File: config.mk
export PLATFORM = sky130hd
export DESIGN_NAME = pipeline_ctrl
export DESIGN_NICKNAME = d
export VERILOG_FILES = /design/src/rtl/pipeline_ctrl_pkg.sv /design/src/rtl/pipeline_ctrl_perf_counter.sv /design/src/rtl/pipeline_ctrl.sv
export SDC_FILE = /design/constraint.sdc
export NUM_CORES = 1
export LEC_CHECK = 0
export ABC_AREA = 1
export CAP_MARGIN = 30
export CORE_AREA = 2 2 39 41
export CTS_CLUSTER_DIAMETER = 50
export CTS_CLUSTER_SIZE = 24
export DETAILED_ROUTE_END_ITERATION = 10
export DIE_AREA = 0 0 41 43
export GPL_TIMING_DRIVEN = 0
export PLACE_DENSITY = 0.51
export SYNTH_ARGS = -nofsm -noshare
export SYNTH_HDL_FRONTEND = slang
export SYNTH_SLANG_ARGS = --single-unit
File: constraint.sdc
create_clock -name clk -period 1.5 [get_ports clk]
set_clock_uncertainty 0.15 [all_clocks]
set_input_delay 0.225 -clock clk [delete_from_list [all_inputs] [get_ports clk]]
set_output_delay 0.225 -clock clk [all_outputs]
set_load 0.02 [all_outputs]
File: src/rtl/pipeline_ctrl_pkg.sv
// Shared types for the pipeline control block: FSM state encoding.
package pipe_types;

    typedef enum logic [1:0] {
        RUN       = 2'd0,
        MEM_STALL = 2'd1,
        REDIRECT  = 2'd2
    } pipe_ctrl_state_t;

endpackage

File: src/rtl/pipeline_ctrl_perf_counter.sv
// Free-running wrap-around event counter, cleared by asynchronous active-low reset.
module perf_counter #(
    parameter int unsigned CNT_WIDTH = 32
) (
    input  logic                 clk,
    input  logic                 rst,
    input  logic                 inc,
    output logic [CNT_WIDTH-1:0] count
);

    always_ff @(posedge clk or negedge rst) begin
        if (!rst)
            count <= '0;
        else if (inc)
            count <= count + 1'b1;
    end

endmodule

File: src/rtl/pipeline_ctrl.sv
// Pipeline stall/flush controller: memory stalls, branch redirects, load-use hazards.
// Optional performance counters are built when PIPE_PERF_CNT_EN is defined.
module pipeline_ctrl
    import pipe_types::*;
#(
    parameter int unsigned CNT_WIDTH = 32
) (
    input  logic             clk,
    input  logic             rst,
    input  logic             hazard_stall,
    input  logic             br_taken,
    input  logic             icache_read,
    input  logic             icache_resp,
    input  logic             dcache_read,
    input  logic             dcache_write,
    input  logic             dcache_resp,
    output logic             load_pc,
    output logic             if_id_load,
    output logic             id_ex_load,
    output logic             ex_mem_load,
    output logic             mem_wb_load,
    output logic             flush_if_id,
    output logic             flush_id_ex,
    output pipe_ctrl_state_t state_o
`ifdef PIPE_PERF_CNT_EN
    ,
    output logic [CNT_WIDTH-1:0] mem_stall_cnt,
    output logic [CNT_WIDTH-1:0] hazard_cnt,
    output logic [CNT_WIDTH-1:0] redirect_cnt
`endif
);

    pipe_ctrl_state_t state, state_next;
    logic             redirect_pend;
    logic             mem_busy;
    logic             redirect_fire;
    logic             hazard_fire;

    assign mem_busy = (icache_read & ~icache_resp)
                    | ((dcache_read | dcache_write) & ~dcache_resp);
    assign state_o  = state;

    always_ff @(posedge clk or negedge rst) begin
        if (!rst) begin
            state         <= RUN;
            redirect_pend <= 1'b0;
        end else begin
            state <= state_next;
            // A redirect seen while memory is busy is remembered until the stall ends.
            if (br_taken && mem_busy)
                redirect_pend <= 1'b1;
            else if (redirect_fire)
                redirect_pend <= 1'b0;
        end
    end

    always_comb begin
        state_next    = RUN;
        load_pc       = 1'b1;
        if_id_load    = 1'b1;
        id_ex_load    = 1'b1;
        ex_mem_load   = 1'b1;
        mem_wb_load   = 1'b1;
        flush_if_id   = 1'b0;
        flush_id_ex   = 1'b0;
        redirect_fire = 1'b0;
        hazard_fire   = 1'b0;

        if (!rst) begin
            load_pc     = 1'b0;
            if_id_load  = 1'b0;
            id_ex_load  = 1'b0;
            ex_mem_load = 1'b0;
            mem_wb_load = 1'b0;
            flush_if_id = 1'b1;
            flush_id_ex = 1'b1;
        end else if (mem_busy) begin
            load_pc     = 1'b0;
            if_id_load  = 1'b0;
            id_ex_load  = 1'b0;
            ex_mem_load = 1'b0;
            mem_wb_load = 1'b0;
            state_next  = MEM_STALL;
        end else if (state == REDIRECT) begin
            flush_if_id = 1'b1;
        end else if (br_taken || redirect_pend) begin
            flush_if_id   = 1'b1;
            flush_id_ex   = 1'b1;
            redirect_fire = 1'b1;
            state_next    = REDIRECT;
        end else if (hazard_stall) begin
            load_pc     = 1'b0;
            if_id_load  = 1'b0;
            flush_id_ex = 1'b1;
            hazard_fire = 1'b1;
        end
    end

`ifdef PIPE_PERF_CNT_EN
    perf_counter #(.CNT_WIDTH(CNT_WIDTH)) u_mem_stall_cnt (
        .clk   (clk),
        .rst   (rst),
        .inc   (mem_busy),
        .count (mem_stall_cnt)
    );

    perf_counter #(.CNT_WIDTH(CNT_WIDTH)) u_hazard_cnt (
        .clk   (clk),
        .rst   (rst),
        .inc   (hazard_fire),
        .count (hazard_cnt)
    );

    perf_counter #(.CNT_WIDTH(CNT_WIDTH)) u_redirect_cnt (
        .clk   (clk),
        .rst   (rst),
        .inc   (redirect_fire),
        .count (redirect_cnt)
    );
`endif

endmodule

======== After elaboration in Yosys (flattened, before gate mapping) ========
Cells that the tools add are included.
cells by class
  equal/unequal tests ..................... 1
  mux-type cells .......................... 25
  bitwise operators ....................... 6
  reduce and logical (&&, ||, !) cells .... 3
operators with widths
  cell                count
  $mux 1              21
  $mux 2              4
  $and 1x1->1         2
  $eq 2x2->1 const B  1
  $not 1->1           2
  $or 1x1->1          2
  $reduce_bool 2->1   1
  $logic_and 1x1->1   1
  $logic_or 1x1->1    1
storage, ports and cells
  register bits after elaboration ......... 3
  input bits .............................. 9
  output and inout bits ................... 9
  word-level logic and storage cells ...... 37

======== Logic depth before layout (Yosys ltp) ========
Gate-level depths: netlist of the first run.
  depth in word-level cells ............... 7
  gate-level depth with buffers ........... 6
  depth with buffers taken out ............ 6

======== Least setup slack after synthesis of the first run ========
No wires, ideal clock.
  kind .................................... reg2out
  from .................................... reg state[1] (netlist: state_o[1])
  to ...................................... out load_pc
  arrival time ............................ 1.317 ns
  data required time ...................... 1.125 ns
  path slack .............................. -0.192 ns
  cell stages (with the launch flop) ...... 6
  path buffers ............................ 1
  cell sequence ........................... dfrtp_1 > inv_1 > nor2_2 > nor3_1 > a21oi_1 > buf_4
on the way
  cells in the longest elaborated chain, start to end .. 4
ends and longest elaborated chain
  what                    line                 RTL
  start, declared         pipeline_ctrl.sv:33  pipe_ctrl_state_t state, state_next;
  start signal, assigned  pipeline_ctrl.sv:48  state <= state_next;
  $eq 2x2->1              pipeline_ctrl.sv:84  end else if (state == REDIRECT) begin
  $mux 1 (3 in series)    -
  end, declared           pipeline_ctrl.sv:17  output logic load_pc,
No other way between the ends.

======== Worst setup path in the final report of the first run ========
  from .................................... reg state[1] (netlist: state_o[1])
  to ...................................... out load_pc
on the way
  cells in the longest elaborated chain, start to end .. 4
ends and longest elaborated chain
  what        line                 RTL
  $eq 2x2->1  pipeline_ctrl.sv:84
  $mux 1      pipeline_ctrl.sv:84
  $mux 1      pipeline_ctrl.sv:77  end else if (mem_busy) begin
  $mux 1      pipeline_ctrl.sv:69  if (!rst) begin
No other way between the ends.

==> impl_results.html, run 1 <==
<table>
<tr><th>Metric</th><th>Value</th></tr>
<tr><th colspan="2">Drt</th></tr>
<tr><td>Detail-routed net length per standard cell</td><td>8.81 um</td></tr>
<tr><td>Number of iterations in the first detailed-routing pass</td><td>2</td></tr>
<tr><td>Detailed-routed wire length on met3</td><td>53 um</td></tr>
<tr><td>Overall via count from detail_route</td><td>284</td></tr>
<tr><td>Sum of routed wire length over all layers</td><td>661 um</td></tr>
<tr><td>Iteration-0 DRC count of the detailed router</td><td>7</td></tr>
<tr><td>Wire length the detailed router placed on met1</td><td>266 um</td></tr>
<tr><td>Via/cell ratio</td><td>3.79</td></tr>
<tr><td>Number of nets with antenna violations after routing</td><td>0</td></tr>
<tr><td>Number of DRC violations after detailed routing</td><td>0</td></tr>
<tr><td>Wire length on met2</td><td>341 um</td></tr>
<tr><td>DR top layer</td><td>met3</td></tr>
<tr><th colspan="2">Synthesis</th></tr>
<tr><td>Share of the yosys chip area belonging to registers</td><td>0.337</td></tr>
<tr><td>Syn Std Cell Area</td><td>223 um2</td></tr>
<tr><td>Unique cell type count in the Yosys netlist</td><td>13</td></tr>
<tr><td>Number of synthesized register bits</td><td>3</td></tr>
<tr><td>Number of instances in the synthesized netlist</td><td>31</td></tr>
<tr><td>Mean instance size in the synthesized netlist</td><td>7.18 um2</td></tr>
<tr><td>Number of nets produced by synthesis</td><td>40</td></tr>
<tr><td>Yosys synthesis warning count</td><td>0</td></tr>
<tr><th colspan="2">GRT</th></tr>
<tr><td>First-pass GRT wire length</td><td>1170 um</td></tr>
<tr><td>GRT Residual Overflow</td><td>0</td></tr>
<tr><td>Antenna violations before repair</td><td>0</td></tr>
<tr><td>Vias in the first global route</td><td>282</td></tr>
<tr><td>Total global-route track usage</td><td>0.102</td></tr>
<tr><td>Maximum number of pins on one net before global-route repair</td><td>6</td></tr>
<tr><th colspan="2">Final layout</th></tr>
<tr><td>Fraction of layout instances using a drive strength above 1</td><td>0.576</td></tr>
<tr><td>Number of nets at the end of the flow</td><td>69</td></tr>
<tr><td>Layout area overhead</td><td>136%</td></tr>
<tr><td>Design area</td><td>526 um2</td></tr>
<tr><td>Antenna cells</td><td>0</td></tr>
<tr><th colspan="2">Job</th></tr>
<tr><td>Max-capacitance violation count</td><td>0</td></tr>
<tr><th colspan="2">STA</th></tr>
<tr><td>Fmax</td><td>623 MHz</td></tr>
<tr><td>Number of setup violations in the final report</td><td>4</td></tr>
<tr><td>Relative slew slack</td><td>0.864</td></tr>
<tr><td>Final Slew Violations</td><td>0</td></tr>
<tr><td>Worst-Margin Slew</td><td>0.203 ns</td></tr>
<tr><td>Number of hold-slack violations in the final timing report</td><td>0</td></tr>
<tr><td>Share of the clock period used by the worst path after layout</td><td>1.07</td></tr>
<tr><td>Setup slack after layout</td><td>-0.106 ns</td></tr>
<tr><td>RSZ-0062 raised after global routing</td><td>true</td></tr>
<tr><td>Time the worst path needs with I/O delays and setup</td><td>1.61 ns</td></tr>
<tr><th colspan="2">Placement</th></tr>
<tr><td>RePlAce Congestion</td><td>0.724</td></tr>
<tr><td>Setup WS pre-CTS</td><td>-0.794 ns</td></tr>
<tr><td>Area after detailed placement</td><td>429 um2</td></tr>
<tr><td>HPWL reported at the end of detailed placement</td><td>450 um</td></tr>
<tr><td>IO Port Bufs</td><td>17</td></tr>
<tr><th colspan="2">Critical path</th></tr>
<tr><td>First element of the critical path</td><td>state_o[1]</td></tr>
<tr><td>Type of element launching the critical path</td><td>flop</td></tr>
<tr><td>CP Data Arrival Time</td><td>1.23 ns</td></tr>
<tr><td>Data required time of the worst path</td><td>1.12 ns</td></tr>
<tr><td>Kind of end point of the critical path</td><td>output port</td></tr>
<tr><td>RR Startpoint</td><td>redirect_pend</td></tr>
<tr><td>Maximum fanout along the worst path</td><td>3</td></tr>
<tr><td>Worst Path Class, Setup</td><td>reg2out</td></tr>
<tr><th colspan="2">CTS</th></tr>
<tr><td>Source-to-sink clock delay at the later pin of the worst-skew pair</td><td>0.23 ns</td></tr>
<tr><td>TritonCTS clock tree</td><td>built</td></tr>
<tr><td>H-tree level count</td><td>1</td></tr>
<tr><td>Clock buffer count from CTS</td><td>3</td></tr>
<tr><td>Cell at the root of the clock tree</td><td>clkbuf_4</td></tr>
<tr><td>Maximum root-to-sink buffer count</td><td>2</td></tr>
<tr><td>CTS Sinks</td><td>3</td></tr>
<tr><td>CTS clk-pin slew, worst paths</td><td>0.04 ns</td></tr>
<tr><th colspan="2">Die</th></tr>
<tr><td>Total Die Area</td><td>1760 um2</td></tr>
<tr><td>Std-Cell Rows</td><td>14</td></tr>
<tr><td>Initial Utilization</td><td>0.161</td></tr>
<tr><td>Core footprint</td><td>1380 um2</td></tr>
<tr><td>Overall die width</td><td>41 um</td></tr>
<tr><td>Die span in y</td><td>43 um</td></tr>
<tr><td>Top-level I/O count</td><td>18</td></tr>
<tr><th colspan="2">Power</th></tr>
<tr><td>Largest voltage drop on the vdd net</td><td>0.432 mV</td></tr>
<tr><td>Leakage power</td><td>0.267 nW</td></tr>
<tr><td>Power per cell area</td><td>770 nW/um2</td></tr>
<tr><th colspan="2">Min path</th></tr>
<tr><td>Start point of the worst hold path</td><td>br_taken</td></tr>
<tr><td>Class of the worst hold path</td><td>in2reg</td></tr>
<tr><th colspan="2">Outcome</th></tr>
<tr><td>Result of the run</td><td>finished with violations</td></tr>
<tr><td>Violations in the final reports</td><td>setup timing</td></tr>
</table>
-- registers in the layout, indices dropped and copies added, names as in the netlist --
register	cells
state_o	2
redirect_pend	1
-- repair_timing --
item / CTS / global route
gates resized for setup: 55 / 4
buffers inserted: 5 / 1
pin swaps: 8 / 3
setup endpoints to repair: 9 / 6
hold endpoints to repair: 3 / 0
hold buffers: 1 / 0
-- final cells by class --
type / instances / area (um2)
flip-flops and latches: 3 / 77.6
fillers: 153 / 858
clock buffers: 4 / 26.3
inverters: 6 / 22.5
multi-input cells: 19 / 145
plain buffers: 3 / 30.0
repair buffers: 24 / 204
well taps: 16 / 20.0
-- Yosys cell counts, drive strengths merged --
cell type,count,area (um2)
inv,6,22.5
nand2,6,22.5
nor2,5,23.8
a21oi,3,18.8
buf,3,22.5
dfrtp,3,75.1
o21ai,2,21.3
nand3,1,5.00
nand4,1,6.26
nor3,1,5.00
-- kinds of logic (layout without fill, tap and decap cells) --
group           after synthesis  in the layout  share of synthesized area
simple gates                 14             14                      0.281
compound gates                5              5                      0.180
flops                         3              3                      0.337
buf+inv                       9             37                      0.202
-- per-stage QoR --
stage	power (mW)	hold slack [ns]	utilization	TNS, ns	cells
6_report	0.405	0.289	0.380	-0.209	75
2_1_floorplan	0.172	-0.221	-	0	31
5_1_grt	0.437	0.308	0.380	-0.539	75
3_5_place_dp	0.240	0.329	0.310	-4.84	64
3_3_place_gp	0.240	0.327	0.310	-4.80	64
4_1_cts	0.405	0.269	0.373	-0.244	74
-- placed cells by master (no fill, tap or decap), drive strengths merged --
cell type / n
buf: 16
dlygate4sd2: 7
inv: 6
a21oi: 3
dfrtp: 3
clkdlybuf4s15: 1
nand3: 1
o21ai: 2
nand2: 6
nand4: 1
dlygate4sd3: 1
clkbuf: 5
clkdlybuf4s50: 1
nor3: 1
nor2: 5
-- metal layers --
layer  vias up  global-route usage
li1        148                   -
met1       126               0.114
met2        10               0.141
met3         0              0.0628
met4         0              0.0600
met5         -                   0
-- worst max-delay path, cell delays in order (launching register included) --
cell and delay (ns):
dfrtp_2 0.39, inv_2 0.06, nor2_4 0.05, nor3_4 0.16, a21oi_2 0.08, buf_4 0.13
buf_6 0.12
-- final timing paths --
check / endpoint / slack (ns) / cells past startpoint
setup / recovery: load_pc / -0.11 / 6
hold / removal: redirect_pend / 0.29 / 3
setup reg to reg: redirect_pend / 0.41 / 5
hold reg to reg: redirect_pend / 0.51 / 3
max in group asynchronous: state_o[0] / 0.60 / 2
min in group asynchronous: redirect_pend / 0.43 / 2
-- where the power goes --
group / internal, mW / total [mW] / leakage [nW] / switching [mW]
sequential: 0.0908 / 0.100 / 0.0340 / 0.00954
clock: 0.0997 / 0.142 / 0.0150 / 0.0419
combinational: 0.0824 / 0.163 / 0.218 / 0.0804
total: 0.273 / 0.405 / 0.267 / 0.132
Power figures use the tool's default switching activity.
==> run 2: changes to the inputs <==
--- a/config.mk
+++ b/config.mk
@@ -9,11 +9,11 @@
 export CAP_MARGIN = 30
 export CORE_AREA = 2 2 39 41
 export CTS_CLUSTER_DIAMETER = 50
-export CTS_CLUSTER_SIZE = 24
+export CTS_CLUSTER_SIZE = 10
 export DETAILED_ROUTE_END_ITERATION = 10
 export DIE_AREA = 0 0 41 43
 export GPL_TIMING_DRIVEN = 0
-export PLACE_DENSITY = 0.51
+export PLACE_DENSITY = 0.52
 export SYNTH_ARGS = -nofsm -noshare
 export SYNTH_HDL_FRONTEND = slang
 export SYNTH_SLANG_ARGS = --single-unit
==> constraint.sdc (replaced) <==
create_clock -name clk -period 1.4 [get_ports clk]
set_clock_uncertainty 0.15 [all_clocks]
set_input_delay 0.21 -clock clk [delete_from_list [all_inputs] [get_ports clk]]
set_output_delay 0.21 -clock clk [all_outputs]
set_load 0.02 [all_outputs]
==> impl_results.html, run 2 (synthesized netlist as in run 1, its figures left out) <==
<table>
<tr><th>Metric</th><th>Value</th></tr>
<tr><th colspan="2">Outcome</th></tr>
<tr><td>Result of the run</td><td>finished with violations</td></tr>
<tr><td>Violations in the final reports</td><td>setup timing</td></tr>
<tr><th colspan="2">Placement</th></tr>
<tr><td>IO Port Bufs</td><td>17</td></tr>
<tr><td>RePlAce Congestion</td><td>0.745</td></tr>
<tr><td>Setup WS pre-CTS</td><td>-0.820 ns</td></tr>
<tr><td>HPWL reported at the end of detailed placement</td><td>506 um</td></tr>
<tr><td>Number of instances in the placed design</td><td>64</td></tr>
<tr><th colspan="2">GRT</th></tr>
<tr><td>GRT Residual Overflow</td><td>0</td></tr>
<tr><td>Maximum number of pins on one net before global-route repair</td><td>6</td></tr>
<tr><td>Total global-route track usage</td><td>0.0906</td></tr>
<tr><td>First-pass GRT wire length</td><td>1100 um</td></tr>
<tr><td>Vias in the first global route</td><td>276</td></tr>
<tr><td>Antenna violations before repair</td><td>0</td></tr>
<tr><th colspan="2">Power</th></tr>
<tr><td>Switching portion of total power</td><td>0.336</td></tr>
<tr><td>Cell internal pwr</td><td>292 uW</td></tr>
<tr><td>Power share of the combinational group</td><td>0.413</td></tr>
<tr><td>Largest voltage drop on the vdd net</td><td>0.319 mV</td></tr>
<tr><td>Power per cell area</td><td>823 nW/um2</td></tr>
<tr><td>Sequential share of power</td><td>0.243</td></tr>
<tr><td>Leakage power</td><td>0.262 nW</td></tr>
<tr><td>Part of the power in the clock network</td><td>0.344</td></tr>
<tr><td>Net Switching</td><td>148 uW</td></tr>
<tr><th colspan="2">STA</th></tr>
<tr><td>Fin Setup TNS</td><td>-0.600 ns</td></tr>
<tr><td>Fmax</td><td>633 MHz</td></tr>
<tr><td>Relative slew slack</td><td>0.858</td></tr>
<tr><td>Share of the clock period used by the worst path after layout</td><td>1.13</td></tr>
<tr><td>Final Slew Violations</td><td>0</td></tr>
<tr><td>Time the worst path needs with I/O delays and setup</td><td>1.58 ns</td></tr>
<tr><td>RSZ-0062 raised after global routing</td><td>true</td></tr>
<tr><td>Number of hold-slack violations in the final timing report</td><td>0</td></tr>
<tr><td>Setup slack after layout</td><td>-0.180 ns</td></tr>
<tr><td>Number of setup violations in the final report</td><td>4</td></tr>
<tr><td>Worst-Margin Slew</td><td>0.213 ns</td></tr>
<tr><th colspan="2">Critical path</th></tr>
<tr><td>Destination of the worst register-to-register timing path</td><td>redirect_pend</td></tr>
<tr><td>Setup slack of the worst register-to-register path</td><td>0.29 ns</td></tr>
<tr><td>Kind of end point of the critical path</td><td>output port</td></tr>
<tr><td>Maximum fanout along the worst path</td><td>3</td></tr>
<tr><td>RR Startpoint</td><td>state_o[1]</td></tr>
<tr><td>Worst-case reg-to-reg path depth</td><td>6</td></tr>
<tr><td>Type of element launching the critical path</td><td>flop</td></tr>
<tr><td>Worst Path Class, Setup</td><td>reg2out</td></tr>
<tr><td>CP Data Arrival Time</td><td>1.22 ns</td></tr>
<tr><td>Data required time of the worst path</td><td>1.04 ns</td></tr>
<tr><th colspan="2">Final layout</th></tr>
<tr><td>Most common cell after layout, fill and taps aside</td><td>buf_6</td></tr>
<tr><td>Leading cell types in the layout, fill and taps excluded</td><td>buf_6, dlygate4sd2_1, inv_1, nand2_1, buf_4</td></tr>
<tr><td>Fraction of layout instances using a drive strength above 1</td><td>0.643</td></tr>
<tr><td>Layout area overhead</td><td>140%</td></tr>
<tr><td>Number of nets at the end of the flow</td><td>66</td></tr>
<tr><td>Antenna cells</td><td>0</td></tr>
<tr><td>Max FFs per register</td><td>2</td></tr>
<tr><td>Post-Layout Cell Count</td><td>72</td></tr>
<tr><td>Final core utilization</td><td>0.386</td></tr>
<tr><th colspan="2">Die</th></tr>
<tr><td>Die span in y</td><td>43 um</td></tr>
<tr><td>Overall die width</td><td>41 um</td></tr>
<tr><td>Top-level I/O count</td><td>18</td></tr>
<tr><td>Initial Utilization</td><td>0.161</td></tr>
<tr><td>Total Die Area</td><td>1760 um2</td></tr>
<tr><td>Core footprint</td><td>1380 um2</td></tr>
<tr><td>Std-Cell Rows</td><td>14</td></tr>
<tr><th colspan="2">Job</th></tr>
<tr><td>Max-capacitance violation count</td><td>0</td></tr>
<tr><th colspan="2">Drt</th></tr>
<tr><td>Overall via count from detail_route</td><td>282</td></tr>
<tr><td>Iteration-0 DRC count of the detailed router</td><td>5</td></tr>
<tr><td>Number of iterations in the first detailed-routing pass</td><td>4</td></tr>
<tr><td>Number of DRC violations after detailed routing</td><td>0</td></tr>
<tr><td>Via/cell ratio</td><td>3.92</td></tr>
<tr><td>Number of nets with antenna violations after routing</td><td>0</td></tr>
<tr><td>Sum of routed wire length over all layers</td><td>644 um</td></tr>
<tr><td>Detail-routed net length per standard cell</td><td>8.94 um</td></tr>
<tr><th colspan="2">CTS</th></tr>
<tr><td>CTS clk-pin slew, worst paths</td><td>0.04 ns</td></tr>
<tr><td>Maximum root-to-sink buffer count</td><td>2</td></tr>
<tr><td>Cell at the root of the clock tree</td><td>clkbuf_4</td></tr>
<tr><td>Clock buffer count from CTS</td><td>3</td></tr>
<tr><td>Source-to-sink clock delay at the later pin of the worst-skew pair</td><td>0.23 ns</td></tr>
<tr><td>H-tree level count</td><td>1</td></tr>
<tr><td>TritonCTS clock tree</td><td>built</td></tr>
<tr><td>CTS Sinks</td><td>3</td></tr>
<tr><th colspan="2">Min path</th></tr>
<tr><td>Start point of the worst hold path</td><td>br_taken</td></tr>
<tr><td>End point of the most critical hold path</td><td>redirect_pend</td></tr>
<tr><td>Worst hold path cell count</td><td>3</td></tr>
<tr><td>Class of the worst hold path</td><td>in2reg</td></tr>
</table>
run 2: worst max-delay path by stage:
| stage | endpoint | from | cells after the start |
|---|---|---|---|
| global route | load_pc | state_o[1] | 6 |
| finish | flush_if_id | state_o[0] | 5 |
| floorplan | load_pc | state_o[1] | 5 |
| CTS | load_pc | state_o[1] | 6 |
| global placement | id_ex_load | rst | 5 |
| detailed placement | id_ex_load | rst | 5 |
run 2: metal layers:
layer / part of all wire / global-route usage / vias to the layer above / wire length (um)
met4: 0 / 0.0200 / 0 / 0
met5: 0 / 0 / - / 0
met1: 0.42 / 0.110 / 130 / 272
met3: 0.036 / 0.0471 / 0 / 23
met2: 0.54 / 0.138 / 7 / 347
li1: - / - / 145 / -
run 2: repair_timing:
action,in CTS,in global routing
hold buffers,1,0
resized for setup,61,7
setup endpoints to repair,9,7
endpoints found under the hold margin,3,0
pin swaps,9,4
setup buffers,2,1
run 2: metrics by stage:
| stage | hold WS [ns] | power [mW] | instance area (um2) |
|---|---|---|---|
| after CTS | 0.249 | 0.436 | 517 |
| after global routing | 0.286 | 0.476 | 534 |
| after global placement | 0.316 | 0.260 | 435 |
| final | 0.264 | 0.440 | 534 |
| after floorplan | -0.236 | 0.187 | 245 |
| after detailed placement | 0.320 | 0.262 | 435 |
run 2: critical path: stages, from the launching register on:
cell	delay (ns)
dfrtp_2	0.41
nor2_4	0.14
nor3_4	0.06
buf_4	0.14
o21ai_4	0.11
buf_6	0.13
run 2: final cells by class:
class,count,area [um2]
Buffer,3,30.0
Clock buffer,4,26.3
Fill cell,143,850
Inverter,6,22.5
Multi-Input combinational cell,19,175
Sequential cell,3,77.6
Tap cell,16,20.0
Timing Repair Buffer,21,183
run 2: power by group through the flow:
stage               clock network, mW  registers [mW]  logic, mW
floorplan                           0           0.111     0.0761
detailed placement                  0           0.107      0.155
finish                          0.151           0.107      0.182
global placement                    0           0.107      0.154
global route                    0.170           0.109      0.197
CTS                             0.159           0.108      0.170
